File: src/rtl/framebuffer_fetch.sv
// framebuffer_fetch: streams one frame of pixels from word-addressed memory into a
// first-word-fall-through FIFO, issuing bursts only when FIFO space covers them.
module framebuffer_fetch #(
   parameter int unsigned FRAME_PIXELS = 384000,
   parameter int unsigned BURST_LEN    = 16,
   parameter int unsigned FIFO_DEPTH   = 64
) (
   input  logic        in_clk,
   input  logic        in_reset_n,
   input  logic        in_next_frame,
   input  logic [31:0] in_base_addr,
   output logic [31:0] out_mem_address,
   output logic        out_mem_read,
   output logic [4:0]  out_mem_burstcount,
   input  logic        in_mem_waitrequest,
   input  logic [31:0] in_mem_readdata,
   input  logic        in_mem_readdatavalid,
   output logic [23:0] out_pixel_data,
   output logic        out_pixel_valid,
   input  logic        in_pixel_ready,
   output logic        out_underflow,
   output logic        out_busy
);

   localparam int unsigned AW  = $clog2(FIFO_DEPTH);
   localparam int unsigned CW  = AW + 1;
   localparam int unsigned CW1 = CW + 1;
   localparam int unsigned PW  = $clog2(FRAME_PIXELS + 1);

   typedef enum logic [1:0] {StIdle, StFlush, StFetch, StDone} state_e;

   state_e          state_q, state_d;
   logic            nf_q;
   logic [31:0]     addr_q, addr_d;
   logic [PW-1:0]   remaining_q, remaining_d;
   logic [CW-1:0]   outstanding_q, outstanding_d;
   logic            req_q, req_d;
   logic [4:0]      burst_q, burst_d;
   logic [AW-1:0]   wr_ptr_q, wr_ptr_d, rd_ptr_q, rd_ptr_d;
   logic [CW-1:0]   count_q, count_d;
   logic            underflow_q, underflow_d;
   logic [PW-1:0]   popped_q, popped_d;
   logic [23:0]     mem_q [FIFO_DEPTH];

   logic            start, accept, ret, push, pop, starve, credit_ok;
   logic [PW-1:0]   next_burst;
   logic [CW1-1:0]  free_w, need_w;
   logic            unused_readdata;

   assign unused_readdata = ^in_mem_readdata[31:24];

   assign start  = in_next_frame & ~nf_q;
   assign accept = req_q & ~in_mem_waitrequest;
   // Returns with nothing outstanding are strays (e.g. after reset) and are dropped
   assign ret    = in_mem_readdatavalid & (outstanding_q != '0);
   assign push   = ret & ~start & ((state_q == StFetch) | (state_q == StDone));
   assign pop    = out_pixel_valid & in_pixel_ready;
   assign starve = ((state_q == StFetch) | (state_q == StDone)) & ~in_next_frame &
                   in_pixel_ready & (count_q == '0) & (popped_q < PW'(FRAME_PIXELS));

   assign next_burst = (remaining_q > PW'(BURST_LEN)) ? PW'(BURST_LEN) : remaining_q;
   // Words already in flight count against FIFO space so returns can never overflow it
   assign free_w     = CW1'(FIFO_DEPTH) - {1'b0, count_q};
   assign need_w     = {1'b0, outstanding_q} + CW1'(next_burst);
   assign credit_ok  = free_w >= need_w;

   assign out_mem_address    = addr_q;
   assign out_mem_read       = req_q;
   assign out_mem_burstcount = burst_q;
   assign out_underflow      = underflow_q;
   assign out_busy           = state_q != StIdle;
   assign out_pixel_valid    = (count_q != '0) & ~in_next_frame;
   assign out_pixel_data     = mem_q[rd_ptr_q];

   // Next-state logic: FSM, request channel, credit counters and FIFO pointers
   always_comb begin
      state_d       = state_q;
      addr_d        = addr_q;
      remaining_d   = remaining_q;
      req_d         = req_q;
      burst_d       = burst_q;
      outstanding_d = outstanding_q;
      wr_ptr_d      = wr_ptr_q;
      rd_ptr_d      = rd_ptr_q;
      count_d       = count_q + CW'(push) - CW'(pop);
      popped_d      = popped_q + PW'(pop);
      underflow_d   = underflow_q | starve;

      if (accept) begin
         addr_d        = addr_q + 32'(burst_q);
         remaining_d   = remaining_q - PW'(burst_q);
         outstanding_d = outstanding_d + CW'(burst_q);
         req_d         = 1'b0;
      end
      if (ret) outstanding_d = outstanding_d - CW'(1);
      if (push) wr_ptr_d = wr_ptr_q + AW'(1);
      if (pop) rd_ptr_d = rd_ptr_q + AW'(1);

      case (state_q)
         StFlush: begin
            if (outstanding_q == '0) state_d = StFetch;
         end
         StFetch: begin
            if (!req_q && remaining_q == '0 && outstanding_q == '0) begin
               state_d = StDone;
            end else if (!req_q && remaining_q != '0 && credit_ok) begin
               req_d   = 1'b1;
               burst_d = 5'(next_burst);
            end
         end
         default: ;
      endcase

      // Frame start overrides everything; an unaccepted request is abandoned
      if (start) begin
         addr_d      = in_base_addr;
         remaining_d = PW'(FRAME_PIXELS);
         req_d       = 1'b0;
         wr_ptr_d    = '0;
         rd_ptr_d    = '0;
         count_d     = '0;
         popped_d    = '0;
         underflow_d = 1'b0;
         state_d     = (outstanding_d == '0) ? StFetch : StFlush;
      end
   end

   // State registers with asynchronous active-low reset
   always_ff @(posedge in_clk or negedge in_reset_n) begin
      if (!in_reset_n) begin
         state_q       <= StIdle;
         nf_q          <= 1'b0;
         addr_q        <= '0;
         remaining_q   <= '0;
         outstanding_q <= '0;
         req_q         <= 1'b0;
         burst_q       <= '0;
         wr_ptr_q      <= '0;
         rd_ptr_q      <= '0;
         count_q       <= '0;
         underflow_q   <= 1'b0;
         popped_q      <= '0;
      end else begin
         state_q       <= state_d;
         nf_q          <= in_next_frame;
         addr_q        <= addr_d;
         remaining_q   <= remaining_d;
         outstanding_q <= outstanding_d;
         req_q         <= req_d;
         burst_q       <= burst_d;
         wr_ptr_q      <= wr_ptr_d;
         rd_ptr_q      <= rd_ptr_d;
         count_q       <= count_d;
         underflow_q   <= underflow_d;
         popped_q      <= popped_d;
      end
   end

   // FIFO storage; contents need no reset since the count gates visibility
   always_ff @(posedge in_clk) begin
      if (push) mem_q[wr_ptr_q] <= in_mem_readdata[23:0];
   end

endmodule

File: config.mk
export PLATFORM = sky130hd
export DESIGN_NAME = framebuffer_fetch
export DESIGN_NICKNAME = d
export VERILOG_FILES = /design/src/rtl/framebuffer_fetch.sv
export SDC_FILE = /design/constraint.sdc
export NUM_CORES = 2
export LEC_CHECK = 0
export ABC_AREA = 1
export CAP_MARGIN = 40
export CORE_AREA = 2 2 475 477
export DETAILED_ROUTE_END_ITERATION = 10
export DIE_AREA = 0 0 477 479
export GPL_TIMING_DRIVEN = 0
export HOLD_SLACK_MARGIN = 0.02
export SYNTH_ARGS = -nofsm -noshare
export SYNTH_HDL_FRONTEND = slang
export SYNTH_SLANG_ARGS = --single-unit
File: constraint.sdc
create_clock -name in_clk -period 5.6 [get_ports in_clk]
set_input_delay 1.12 -clock in_clk [delete_from_list [all_inputs] [get_ports in_clk]]
set_output_delay 1.12 -clock in_clk [all_outputs]
set_load 0.05 [all_outputs]
==> metrics.yaml <==
timing:
  layout_min_cycle_time_ns: 5.75
  min_period_over_period: 1.03
  timing.fmax_mhz: 174
  fin_setup_tns_ns: -0.600
  finalHoldViolCount: 0
  finalMaxSlewViolations: 0
  max-slew-margin-rel: 0.306
  rsz0062_at_grt: "no"
  setup_viol_count_final: 9
  worst_slack_on_hold_paths_ns: 0.297
  worst_slew_pin_slew_ns: 1.04
  worst_clk_skew_ns: 0.0562
  fin_worst_setup_slack_ns: -0.154
detailed_routing:
  postRouteAntennaNets: 0
  routed-via-count: 49531
  detail_route.wirelength_mm: 257
  routedWlPerCell_um: 29.0
  detailedRoute.firstPassIterationCount: 8
  drt_iter0_drc: 8304
  via_per_inst: 5.59
  number_of_design_rule_violations_left_after_detail_routing: 0
floorplan:
  initial_core_utilization: 0.299
  chipHeight_um: 479
  floorplan.die.width_um: 477
  design.core.area_mm2: 0.224
  design.portCount: 135
  die-area_mm2: 0.228
  placement_rows: 174
synthesis:
  dominantRegCellSynth: "sky130_fd_sc_hd__edfxtp_1"
  ys_ff_latch: 1642
  syn-instance-count: 5306
  synth.largest_area_cell: "sky130_fd_sc_hd__edfxtp_1"
  yosys-top-cells-area: "sky130_fd_sc_hd__edfxtp_1 69%, sky130_fd_sc_hd__o21ai_0 6.0%, sky130_fd_sc_hd__nor2_1 5.3%"
  count_of_flip_flops_with_a_built_in_enable_after_synthesis: 1536
  synth_cell_area_mm2: 0.0668
  ys.warnings.count: 0
  post_synthesis_average_cell_area_um2: 12.6
  synth.yosys.seq_area_share: 0.730
  async_flop_share: 0.0646
  yosys.area.top_type_share: 0.690
  ys_types: 52
power_and_ir_drop:
  p_seq_frac: 0.426
  power.share.clock: 0.343
  netSwitchingPower_mw: 10.9
  swShare: 0.333
  power.density_mw_per_mm2: 410
  p_total_mw: 32.7
  power.combinational.fraction: 0.231
  total_leakage_power_nw: 25.8
  internal_power_mw: 21.8
  power.ir.vdd_worst_v: 0.000342
critical_path:
  critPathRequiredTime_ns: 4.48
  path_class: "reg -> out"
  cp_common_cell: "sky130_fd_sc_hd__nand3_1"
  critical_path.cell_chain: "clkbuf_4 > buf_2 > clkbuf_1 > o21ai_0 > o221ai_1 > nand3_1 > nand4_1 > nand3_1 > nand2_1 > dlygate4sd2_1"
  cp-start-kind: "register"
  crit_fanout: 10
  worst-path-buf-inv: 4
  setup.worst_path.end_class: "output pin"
  critical_path.top_delay_family: "buffers and inverters"
  slowest_delay_ns: 0.57
  crit_path_top_delay_cell: "sky130_fd_sc_hd__dlygate4sd2_1"
  rrSetupSlack_ns: 1.46
  critPathArrivalTime_ns: 4.63
cts:
  clockRootBuffer: "sky130_fd_sc_hd__clkbuf_16"
  post_cts_buffers: 0
  cts.reportedPaths.clkPinSlew_ns: 0.06
  htree_levels: 4
  cts.sink_count: 1642
  cts_bufs_inserted: 166
  worst_skew_pair.late_latency_ns: 0.84
  clock_tree.buffer_depth: 3
  holdBufCountCts: 0
  tritoncts_clock_tree: "built"
global_routing:
  grt_remaining_overflow: 0
  global_route_wire_length_before_repair_mm: 354
  maximum_number_of_pins_on_one_net_before_global_route_repair: 65
  overall_global_routing_resource_usage: 0.217
  grt_antenna_before_repair: 22
  grt_pass1_vias: 45921
cells_and_area:
  layout.core_utilization: 0.357
  final-instance-count-excl-fill: 8853
  fillerInstances: 21506
  layout.cell_area.non_filler_mm2: 0.0798
  share_of_post_route_cells_with_drive_strength_above_1: 0.109
  final_net_count: 5839
  areaGrowthSynthToFinish_pct: 19.5
worst_hold_path:
  holdCritPathClass: "in -> async"
outcome:
  failing_checks: "setup timing"
  status: "complete, but fails checks"
place:
  dpl_cell_area_mm2: 0.0743
  gp_routability_congestion: 1.00
  hpwl_mm: 179
  placed_cells: 8535
  buffer_ports.inserted: 126
  worst_setup_slack_after_placement_ns: 0.116
job:
  timing.max_cap.violations: 0
==> logic make-up (layout without fill, tap and decap cells) <==
family          count (synthesis)  after routing  share of synthesized area
fa+ha+maj                      53             53                     0.0105
flops                        1642           1642                      0.730
simple gates                 1704           1704                      0.105
other cells                     1              8                  0.0000561
buf+inv                       502           1050                     0.0311
xor+xnor                       23             23                    0.00302
compound gates               1381           1381                      0.120
==> power groups by stage <==
stage / registers [mW] / logic, mW / clock network, mW
floorplan: 14.5 / 3.62 / 0
global placement: 14.2 / 7.05 / 0
detailed placement: 14.2 / 7.24 / 0
CTS: 13.9 / 7.26 / 11.3
global route: 14.0 / 7.91 / 11.7
finish: 13.9 / 7.55 / 11.2
==> flip-flops by register name, summed over array words and instances (netlist names), 5 cells and up <==
signal and count:
remaining_q 19, rd_ptr_q 6, out_mem_address 32, popped_q 19, count_q 7, outstanding_q 7, out_mem_burstcount 5, wr_ptr_q 6
mem_q 1536
==> what timing repair did <==
item / CTS / global route
pin swaps: 12 / 6
setup endpoints to repair: 24 / 19
resized for setup: 88 / 28
==> final timing paths <==
path | startpoint | endpoint | cells after the start
min in group in_clk | popped_q[11] | popped_q[11] | 1
max in group asynchronous | in_reset_n | wr_ptr_q[0] | 2
setup / recovery | rd_ptr_q[1] | out_pixel_data[20] | 10
setup reg to reg | remaining_q[11] | out_mem_burstcount[1] | 22
hold / removal | in_reset_n | out_mem_address[6] | 1
hold reg to reg | popped_q[11] | popped_q[11] | 1
==> per-layer routing <==
layer,global-route usage,vias to the layer above,share of wire
li1,-,20543,-
met1,0.281,24666,0.37
met2,0.326,3546,0.44
met3,0.0632,764,0.13
met4,0.123,12,0.064
met5,0,-,0.00027
==> cells in the mapped netlist, drive strengths merged, types with 9 or more instances <==
| cell | n |
|---|---|
| xnor2 | 9 |
| nor2 | 958 |
| xor2 | 14 |
| a21oi | 75 |
| ha | 48 |
| o22ai | 234 |
| dfrtp | 106 |
| nor3 | 30 |
| o21ai | 836 |
| nand4 | 90 |
| nand2 | 424 |
| nand3 | 183 |
| edfxtp | 1536 |
| inv | 155 |
| buf | 118 |
| o211ai | 50 |
| clkbuf | 223 |
| o221ai | 158 |
==> layout by cell type (no fill, tap or decap), drive strengths merged, types with 9 or more instances in the layout <==
cell	synthesis	routed
clkdlybuf4s15	0	12
xnor2	9	9
edfxtp	1536	1536
xor2	14	14
buf	118	257
clkbuf	223	437
nand4	90	90
nor3	30	30
inv	155	164
o22ai	234	234
a21oi	75	75
nand3	183	183
clkinv	6	77
nor2	958	958
clkdlybuf4s50	0	79
o221ai	158	158
nand2	424	424
ha	48	48
o21ai	836	836
bufinv	0	14
o211ai	50	50
dfrtp	106	106
==> layout make-up <==
cell class,instances,area (um2),area share
inverters,161,609,0.00763
diodes,6,15.0,0.000188
clock inverters,100,1050,0.0132
flip-flops and latches,1642,48800,0.611
clock buffers,207,4360,0.0546
multi-input cells,3163,16500,0.206
repair buffers,242,3280,0.0411
well taps,2992,3740,0.0469
plain buffers,340,1530,0.0192
(Power assumes the default switching activity.)
